[src/rtl/qmem_upsizer.sv]
// Bridges a 16-bit halfword master onto a 32-bit big-endian word slave,
// with a one-word read buffer that serves repeat reads of the last word fetched.
module qmem_upsizer #(
    parameter int AW = 22
) (
    input  logic          clk,
    input  logic          rst,
    input  logic          flush,
    input  logic [AW-1:0] m_adr,
    input  logic          m_cs,
    input  logic          m_we,
    input  logic [1:0]    m_sel,
    input  logic [15:0]   m_dat_w,
    output logic [15:0]   m_dat_r,
    output logic          m_ack,
    output logic          m_err,
    output logic [AW-1:0] s_adr,
    output logic          s_cs,
    output logic          s_we,
    output logic [3:0]    s_sel,
    output logic [31:0]   s_dat_w,
    input  logic [31:0]   s_dat_r,
    input  logic          s_ack,
    input  logic          s_err
);

    typedef enum logic [2:0] {ST_IDLE, ST_RD, ST_WR, ST_ACK, ST_ERR} state_t;

    state_t          state_q;
    logic [AW-1:0]   s_adr_q;
    logic            s_cs_q;
    logic            s_we_q;
    logic [3:0]      s_sel_q;
    logic [31:0]     s_dat_w_q;
    logic [15:0]     m_dat_r_q;
    logic            m_ack_q;
    logic            m_err_q;
    logic [31:0]     buf_dat_q;
    logic [AW-1:2]   buf_adr_q;
    logic            buf_vld_q;
    logic            hw_q;

    logic            rd_hit_d;
    logic            wr_same_d;
    logic            unused_adr0;

    function automatic logic [15:0] hw_sel(input logic [31:0] w, input logic lo_half);
        return lo_half ? w[15:0] : w[31:16];
    endfunction

    function automatic logic [31:0] byte_merge(input logic [31:0] old_w,
                                               input logic [31:0] new_w,
                                               input logic [3:0]  be);
        logic [31:0] r;
        r = old_w;
        for (int i = 0; i < 4; i++) begin
            if (be[i]) r[8*i +: 8] = new_w[8*i +: 8];
        end
        return r;
    endfunction

    // A flush in the sampling cycle must turn a would-be hit into a miss.
    assign rd_hit_d    = buf_vld_q && (m_adr[AW-1:2] == buf_adr_q) && !flush;
    assign wr_same_d   = buf_vld_q && (s_adr_q[AW-1:2] == buf_adr_q);
    assign unused_adr0 = m_adr[0];

    always_ff @(posedge clk) begin
        if (rst) begin
            state_q   <= ST_IDLE;
            s_adr_q   <= '0;
            s_cs_q    <= 1'b0;
            s_we_q    <= 1'b0;
            s_sel_q   <= '0;
            s_dat_w_q <= '0;
            m_dat_r_q <= '0;
            m_ack_q   <= 1'b0;
            m_err_q   <= 1'b0;
            buf_dat_q <= '0;
            buf_adr_q <= '0;
            buf_vld_q <= 1'b0;
            hw_q      <= 1'b0;
        end else begin
            m_ack_q <= 1'b0;
            m_err_q <= 1'b0;
            case (state_q)
                ST_IDLE: begin
                    if (m_cs) begin
                        if (!m_we && rd_hit_d) begin
                            m_dat_r_q <= hw_sel(buf_dat_q, m_adr[1]);
                            m_ack_q   <= 1'b1;
                            state_q   <= ST_ACK;
                        end else begin
                            s_cs_q  <= 1'b1;
                            s_we_q  <= m_we;
                            s_adr_q <= {m_adr[AW-1:2], 2'b00};
                            hw_q    <= m_adr[1];
                            if (m_we) begin
                                s_sel_q   <= m_adr[1] ? {2'b00, m_sel} : {m_sel, 2'b00};
                                s_dat_w_q <= m_adr[1] ? {16'h0, m_dat_w} : {m_dat_w, 16'h0};
                                state_q   <= ST_WR;
                            end else begin
                                s_sel_q <= 4'b1111;
                                state_q <= ST_RD;
                            end
                        end
                    end
                end
                ST_RD: begin
                    if (s_err) begin
                        s_cs_q    <= 1'b0;
                        buf_vld_q <= 1'b0;
                        m_err_q   <= 1'b1;
                        state_q   <= ST_ERR;
                    end else if (s_ack) begin
                        s_cs_q    <= 1'b0;
                        buf_dat_q <= s_dat_r;
                        buf_adr_q <= s_adr_q[AW-1:2];
                        buf_vld_q <= 1'b1;
                        m_dat_r_q <= hw_sel(s_dat_r, hw_q);
                        m_ack_q   <= 1'b1;
                        state_q   <= ST_ACK;
                    end
                end
                ST_WR: begin
                    if (s_err) begin
                        s_cs_q    <= 1'b0;
                        buf_vld_q <= 1'b0;
                        m_err_q   <= 1'b1;
                        state_q   <= ST_ERR;
                    end else if (s_ack) begin
                        s_cs_q <= 1'b0;
                        if (wr_same_d) buf_dat_q <= byte_merge(buf_dat_q, s_dat_w_q, s_sel_q);
                        m_ack_q <= 1'b1;
                        state_q <= ST_ACK;
                    end
                end
                ST_ACK:  state_q <= ST_IDLE;
                ST_ERR:  state_q <= ST_IDLE;
                default: state_q <= ST_IDLE;
            endcase
            // Placed last so a flush overrides a buffer fill in the same cycle.
            if (flush) buf_vld_q <= 1'b0;
        end
    end

    assign s_adr   = s_adr_q;
    assign s_cs    = s_cs_q;
    assign s_we    = s_we_q;
    assign s_sel   = s_sel_q;
    assign s_dat_w = s_dat_w_q;
    assign m_dat_r = m_dat_r_q;
    assign m_ack   = m_ack_q;
    assign m_err   = m_err_q;

endmodule

[config.mk]
export PLATFORM = sky130hd
export DESIGN_NAME = qmem_upsizer
export DESIGN_NICKNAME = d
export VERILOG_FILES = /design/src/rtl/qmem_upsizer.sv
export SDC_FILE = /design/constraint.sdc
export NUM_CORES = 1
export LEC_CHECK = 0
export ABC_AREA = 1
export BUFFER_PORTS_ARGS = -buffer_cell sky130_fd_sc_hd__buf_2
export CORE_MARGIN = 2
export CORE_UTILIZATION = 35
export CTS_CLUSTER_SIZE = 25
export DETAILED_ROUTE_END_ITERATION = 10
export MAX_ROUTING_LAYER = met4
export PLACE_DENSITY = 0.63
export SETUP_SLACK_MARGIN = 0.2
export SKIP_LAST_GASP = 1
export SLEW_MARGIN = 10
export SYNTH_ARGS = -nofsm -noshare
export SYNTH_HDL_FRONTEND = slang
export SYNTH_SLANG_ARGS = --single-unit
[constraint.sdc]
create_clock -name clk -period 3 [get_ports clk]
set_input_delay 0.15 -clock clk [delete_from_list [all_inputs] [get_ports clk]]
set_output_delay 0.15 -clock clk [all_outputs]
set_load 0.005 [all_outputs]
==> impl_metrics.csv, run 1 <==
group,metric,value,unit
setup_path,highest_fanout_seen_on_the_critical_path,27,
synth,ys_seq_area_share,38.8,%
cts,tritoncts.num_buffers,17,
setup_path,critical-path-slowest-cell,"sky130_fd_sc_hd__dfxtp_1",
cells_and_area,layout.nets,1284,
setup_path,critical_path.endpoint_type,"flop",
cts,htreeDepth,4,
setup_path,most_frequent_cell_on_critical_path,"sky130_fd_sc_hd__nand2_4",
routing,detailroute.via_count,7140,
routing,detail_route.drc_violations,0,
routing,first_iter_violations,504,
setup_path,cp.required,3.32,ns
floorplanning,start_util,35.5,%
placed_design,pre_cts_slack,0.888,ns
cts,clk_sinks,133,
grt,grt_usage,21.7,%
sta,timing.max_slew.rel_slack,39.8,%
cells_and_area,flow.area_growth_from_synthesis,22.0,%
power_and_ir_drop,netSwitchingPower,2.48,mW
synth,synth_top_area_share,38.8,%
grt,grt_max_degree,69,
power_and_ir_drop,power.share.clock,31.5,%
sta,maxClockFrequency,470,MHz
cells_and_area,layout_commonest_cell,"sky130_fd_sc_hd__nand2_1",
sta,max_slew.worst_pin.slew,0.898,ns
grt,globalRoute.totalOverflow,0,
cts,ctsResizeCount,0,
floorplanning,die_width,144,um
grt,grt_pass1_vias,6456,
sta,post_layout_minimum_cycle_time,2.13,ns
synth,synthesis.area,0.00687,mm2
power_and_ir_drop,switching_fraction,38.0,%
cells_and_area,final_layout_fill_cell_count,2098,
cts,cts_tree,"yes",
synth,synth.ff_latch_count,133,
placed_design,place_congestion,0.892,
cells_and_area,design_area,0.00838,mm2
synth,synth-async-reset-ratio,0,%
setup_path,ff2ff_setup_slack,0.87,ns
cts,postCtsSetupRepairBufs,0,
routing,via_per_inst,4.81,
sta,fin_crit_sh,70.8,%
synth,synth_top_cells_by_area,"sky130_fd_sc_hd__dfxtp_1, sky130_fd_sc_hd__nand2_1, sky130_fd_sc_hd__nor2_1",
grt,grt_first_pass_wirelength,34000,um
synth,cell_accounting_for_the_most_synthesized_area,"sky130_fd_sc_hd__dfxtp_1",
synth,most_used_flip_flop_cell_after_synthesis,"sky130_fd_sc_hd__dfxtp_1",
sta,grt_setup_unrepaired,"false",
sta,final-hold-violation-count,0,
routing,drt_first_pass_iters,5,
cts,cts.clk_slew.worst_paths,0.06,ns
cts,clock_latency,0.42,ns
outcome,outcome,"complete, no violations",
power_and_ir_drop,cellPowerDensity,778,mW/mm2
placed_design,placement.cell_area,0.00775,mm2
routing,drtAntennaViolNets,0,
sta,final_max_slew_viol_count,0,
setup_path,cpPeakStageDelay,0.39,ns
synth,syn_area_per_cell,6.39,um2
placed_design,hpwlAfterDp,15300,um
floorplanning,floorplan.die_area,0.0208,mm2
power_and_ir_drop,internal_power,4.04,mW
cells_and_area,share_of_final_layout_standard_cells_stronger_than_drive_strength_1,19.5,%
sta,final.setup.tns,0,ns
synth,yosys_warnings,0,
placed_design,buffer_ports.inserted,153,
synth,post_synth_num_cell_types,37,
power_and_ir_drop,sequentialPowerShare,34.8,%
cts,clk_path_buf_depth,2,
synth,synth_cells,1074,
sta,report.final.setup_viol,0,
setup_path,start_kind,"flop",
power_and_ir_drop,power.leakage,4.10,nW
power_and_ir_drop,combPwrFrac,33.7,%
run,timing.max_cap.violations,0,
setup_path,cell_type_group_with_the_largest_total_delay_on_the_critical_path,"simple AND/OR/NAND/NOR gates",
floorplanning,io_pins,157,
sta,timing.final.ws_setup,0.875,ns
setup_path,crit_chain,"nor2_4 > nand2_2 > inv_4 > nand2_4 > nor2_4 > inv_2 > nand2_4 > nand2_4 > nand2_1 > nand2_1 > nor2_1",
cts,clk_root_buffer_cell,"sky130_fd_sc_hd__clkbuf_16",
sta,fin_skew,0.0101,ns
routing,wl_per_cell,14.7,um
grt,antenna_found_initial,2,
floorplanning,core.rowCount,51,
routing,drt_wl_total,21800,um
worst_hold_path,path_category_of_the_worst_min_delay_check,"input port to flop",
cells_and_area,mostFrequentLayoutCells,"sky130_fd_sc_hd__nand2_1, sky130_fd_sc_hd__buf_2, sky130_fd_sc_hd__nor2_1",
setup_path,number_of_buffers_and_inverters_on_the_critical_path,2,
synth,number_of_synthesized_flops_with_an_enable_pin,0,
setup_path,worstPathArrival,2.44,ns
power_and_ir_drop,vdd_drop_max,0.474,mV
floorplanning,dieHeight,144,um
setup_path,worstSetupPathType,"flop to flop",
floorplanning,core-area,0.0193,mm2
[sequential cells by signal, indices dropped and copies added, names as in the netlist]
name       cells
s_cs           1
s_sel          4
m_dat_r       16
m_ack          1
buf_vld_q      1
s_adr         20
state_q        3
m_err          1
s_we           1
hw_q           1
buf_adr_q     20
buf_dat_q     32
s_dat_w       32
[cell usage after synthesis, types with 2 or more instances]
| library cell | instances |
|---|---|
| sky130_fd_sc_hd__buf_6 | 7 |
| sky130_fd_sc_hd__buf_4 | 5 |
| sky130_fd_sc_hd__xnor2_1 | 4 |
| sky130_fd_sc_hd__nor2_2 | 6 |
| sky130_fd_sc_hd__nor2_1 | 138 |
| sky130_fd_sc_hd__or2_2 | 3 |
| sky130_fd_sc_hd__a211oi_1 | 15 |
| sky130_fd_sc_hd__xor2_1 | 2 |
| sky130_fd_sc_hd__nand3_1 | 64 |
| sky130_fd_sc_hd__inv_2 | 14 |
| sky130_fd_sc_hd__a21oi_1 | 90 |
| sky130_fd_sc_hd__o211ai_1 | 2 |
| sky130_fd_sc_hd__o21a_1 | 2 |
| sky130_fd_sc_hd__nand2_2 | 5 |
| sky130_fd_sc_hd__nor2_4 | 3 |
| sky130_fd_sc_hd__nand2_4 | 4 |
| sky130_fd_sc_hd__o21ai_1 | 7 |
| sky130_fd_sc_hd__nand3_2 | 4 |
| sky130_fd_sc_hd__clkbuf_1 | 25 |
| sky130_fd_sc_hd__a31oi_1 | 13 |
| sky130_fd_sc_hd__buf_1 | 3 |
| sky130_fd_sc_hd__dfxtp_1 | 133 |
| sky130_fd_sc_hd__o21ai_0 | 43 |
| sky130_fd_sc_hd__inv_1 | 91 |
| sky130_fd_sc_hd__a32oi_1 | 5 |
| sky130_fd_sc_hd__buf_2 | 17 |
| sky130_fd_sc_hd__nand2_1 | 359 |
[metal layers]
metal,wire (um),global-route usage (%),vias to the layer above
met2,10100,34.6,210
met5,0,-,-
li1,-,-,3658
met1,9830,28.2,3246
met4,397,6.50,0
met3,1440,4.01,26
[final cells by class]
| type | instances | area [um2] | share of cell area, % |
|---|---|---|---|
| Antenna cell | 2 | 5.00 | 0.0598 |
| Clock buffer | 18 | 439 | 5.24 |
| Clock inverter | 12 | 131 | 1.57 |
| Inverter | 107 | 404 | 4.83 |
| Multi-Input combinational cell | 778 | 3500 | 41.8 |
| Sequential cell | 133 | 2660 | 31.8 |
| Tap cell | 265 | 332 | 3.96 |
| Timing Repair Buffer | 168 | 903 | 10.8 |
[power by group through the flow]
stage | combinational, mW | sequential, mW | clock (mW)
2_1_floorplan | 1.61 | 2.28 | 0
3_3_place_gp | 2.15 | 2.30 | 0
3_5_place_dp | 2.17 | 2.30 | 0
4_1_cts | 2.19 | 2.27 | 2.08
5_1_grt | 2.50 | 2.30 | 2.15
6_report | 2.19 | 2.27 | 2.05
[worst reg2reg max path, delay by kind of cell (launching register included)]
kind	cells	cell delay (ns)
buffers and inverters	2	0.54
AND/OR/NAND/NOR	9	1.10
flip-flops	1	0.39
[cell families after synthesis]
group | Yosys count | share of synthesized area (%)
XOR/XNOR | 6 | 0.765
AO/OA/AOI/OAI | 180 | 14.6
buffers and inverters | 164 | 10.3
other | 1 | 0.0546
AND/OR/NAND/NOR | 590 | 35.5
flip-flops | 133 | 38.8
[metrics by stage]
stage	util [%]	hold WS, ns	cells	power, mW
after global placement	40.1	0.359	1446	4.45
final	43.3	0.0118	1483	6.52
after CTS	43.3	0.00241	1481	6.54
after global routing	43.3	0.0135	1483	6.95
after floorplan	-	0.229	1075	3.89
after detailed placement	40.1	0.370	1446	4.48
[worst paths after layout]
check                                                end  depth (start not counted)                    start
worst max register to register   m_dat_r[9]$_SDFFE_PP0P_                         11  state_q[1]$_SDFFE_PP0P_
worst min-delay path            s_dat_w[25]$_SDFFE_PP0P_                          3               m_dat_w[9]
worst min register to register         s_we$_SDFFE_PP0P_                          2        s_we$_SDFFE_PP0P_
worst max-delay path             m_dat_r[9]$_SDFFE_PP0P_                         11  state_q[1]$_SDFFE_PP0P_
[timing repair]
item | 4_1_cts | 5_1_grt
endpoints found under the hold margin | 5 | 0
hold buffers | 5 | 0
setup endpoints to repair | 0 | 0
(Power assumes the default switching activity.)
==> inputs of run 2 (changes only) <==
==> constraint.sdc (replaced) <==
create_clock -name clk -period 2 [get_ports clk]
set_input_delay 0.1 -clock clk [delete_from_list [all_inputs] [get_ports clk]]
set_output_delay 0.1 -clock clk [all_outputs]
set_load 0.005 [all_outputs]
==> impl_metrics.csv, run 2 (synthesized netlist as in run 1, its figures left out) <==
group,metric,value,unit
floorplanning,floorplan.die_area,0.0208,mm2
sta,fin_hold_ws,0.0196,ns
power_and_ir_drop,vdd_drop_max,0.742,mV
run,timing.max_cap.violations,0,
cells_and_area,share_of_final_layout_standard_cells_stronger_than_drive_strength_1,23.5,%
placed_design,place_congestion,0.940,
sta,max_slew.worst_pin.slew,0.514,ns
sta,timing.final.ws_setup,0.248,ns
grt,globalRoute.totalOverflow,0,
placed_design,pre_cts_slack,0.304,ns
cells_and_area,finalNonFillerCells,1546,
routing,first_iter_violations,593,
placed_design,place_inst,1465,
routing,drt_first_pass_iters,5,
cells_and_area,mostFrequentLayoutCells,"sky130_fd_sc_hd__nand2_1, sky130_fd_sc_hd__buf_2, sky130_fd_sc_hd__nor2_1",
sta,final-hold-violation-count,0,
routing,drtAntennaViolNets,0,
routing,detailroute.via_count,7490,
setup_path,ff2ff_setup_slack,0.29,ns
sta,maxClockFrequency,571,MHz
sta,fin_skew,0.0103,ns
setup_path,critical_path.endpoint_type,"flop",
power_and_ir_drop,power.leakage,4.43,nW
floorplanning,core-area,0.0193,mm2
cts,cts_tree,"yes",
cts,clock_latency,0.42,ns
grt,grt_first_pass_wirelength,33900,um
sta,post_layout_minimum_cycle_time,1.75,ns
sta,final_max_slew_viol_count,0,
setup_path,worstSetupPathType,"input port to flop",
worst_hold_path,path_category_of_the_worst_min_delay_check,"input port to flop",
setup_path,cp.required,2.29,ns
cells_and_area,layout_commonest_cell,"sky130_fd_sc_hd__nand2_1",
setup_path,highest_fanout_seen_on_the_critical_path,10,
sta,report.final.setup_viol,0,
cells_and_area,post-route-util,47.4,%
grt,grt_pass1_vias,6462,
cts,clk_path_buf_depth,2,
placed_design,hpwlAfterDp,15300,um
cts,clk_root_buffer_cell,"sky130_fd_sc_hd__clkbuf_16",
routing,drt_wl_total,23000,um
cells_and_area,area_used_by_multi_input_combinational_logic,0.00364,mm2
cts,htreeDepth,4,
floorplanning,die_width,144,um
setup_path,start_kind,"input port",
routing,wl_per_cell,14.9,um
cells_and_area,design_area,0.00916,mm2
routing,via_per_inst,4.84,
grt,grt_usage,21.7,%
cts,tritoncts.num_buffers,17,
grt,grt_max_degree,66,
floorplanning,io_pins,157,
floorplanning,core.rowCount,51,
setup_path,worstPathArrival,2.04,ns
power_and_ir_drop,cellPowerDensity,1120,mW/mm2
outcome,outcome,"complete, no violations",
sta,grt_setup_unrepaired,"true",
cells_and_area,flow.area_growth_from_synthesis,33.3,%
cells_and_area,layout.nets,1346,
cts,clk_sinks,133,
sta,timing.max_slew.rel_slack,65.7,%
placed_design,buffer_ports.inserted,153,
grt,antenna_found_initial,0,
power_and_ir_drop,total_power,10.2,mW
floorplanning,dieHeight,144,um
sta,final.setup.tns,0,ns
placed_design,placement.cell_area,0.00792,mm2
cts,cts.clk_slew.worst_paths,0.06,ns
routing,detail_route.drc_violations,0,
floorplanning,start_util,35.5,%
cells_and_area,final-seq-area,0.00269,mm2
cells_and_area,final_layout_fill_cell_count,2005,
sta,fin_crit_sh,87.6,%
==> run 2: where the power goes <==
group | internal, mW | switching [mW]
clock network | 1.73 | 1.27
registers | 3.13 | 0.281
logic | 1.41 | 2.42
==> run 2: layout make-up <==
| type | instances | share of cell area [%] |
|---|---|---|
| clock inverters | 13 | 1.37 |
| well taps | 265 | 3.62 |
| clock buffers | 19 | 4.73 |
| repair buffers | 227 | 16.7 |
| diodes | 1 | 0.0273 |
| inverters | 107 | 4.45 |
| multi-input cells | 781 | 39.7 |
| flip-flops and latches | 133 | 29.4 |
==> run 2: metal layers <==
layer | global-route usage [%] | vias up | wire, um
met2 | 34.1 | 268 | 10700
met5 | - | - | 0
met4 | 6.81 | 0 | 535
li1 | - | 3782 | -
met3 | 4.80 | 36 | 1620
met1 | 27.9 | 3404 | 10100
==> run 2: final timing paths <==
| path | from | to | depth (start not counted) |
|---|---|---|---|
| worst max-delay path | m_adr[2] | s_adr[11]$_SDFFE_PP0P_ | 12 |
| worst min-delay path | s_dat_r[8] | buf_dat_q[8]$_SDFFE_PP0P_ | 5 |
| worst max register to register | s_adr[5]$_SDFFE_PP0P_ | buf_dat_q[25]$_SDFFE_PP0P_ | 10 |
| worst min register to register | s_cs$_SDFFE_PP0P_ | s_cs$_SDFFE_PP0P_ | 2 |
==> run 2: critical path, stage by stage <==
cell and delay, ns:
sky130_fd_sc_hd__dlygate4sd3_1 0.54, sky130_fd_sc_hd__buf_2 0.13, sky130_fd_sc_hd__inv_1 0.08, sky130_fd_sc_hd__nor2_1 0.07
sky130_fd_sc_hd__nor2_2 0.10, sky130_fd_sc_hd__nand4_1 0.19, sky130_fd_sc_hd__nor2_4 0.20, sky130_fd_sc_hd__nand4_4 0.15
sky130_fd_sc_hd__buf_6 0.17, sky130_fd_sc_hd__clkbuf_16 0.16, sky130_fd_sc_hd__nand3_1 0.07, sky130_fd_sc_hd__a21oi_1 0.06
==> run 2: what timing repair did <==
| item | in CTS | in global routing |
|---|---|---|
| gates resized for setup | 0 | 56 |
| buffers inserted | 0 | 5 |
| hold buffers | 38 | 0 |
| endpoints found under the hold margin | 51 | 0 |
| setup endpoints to repair | 0 | 72 |
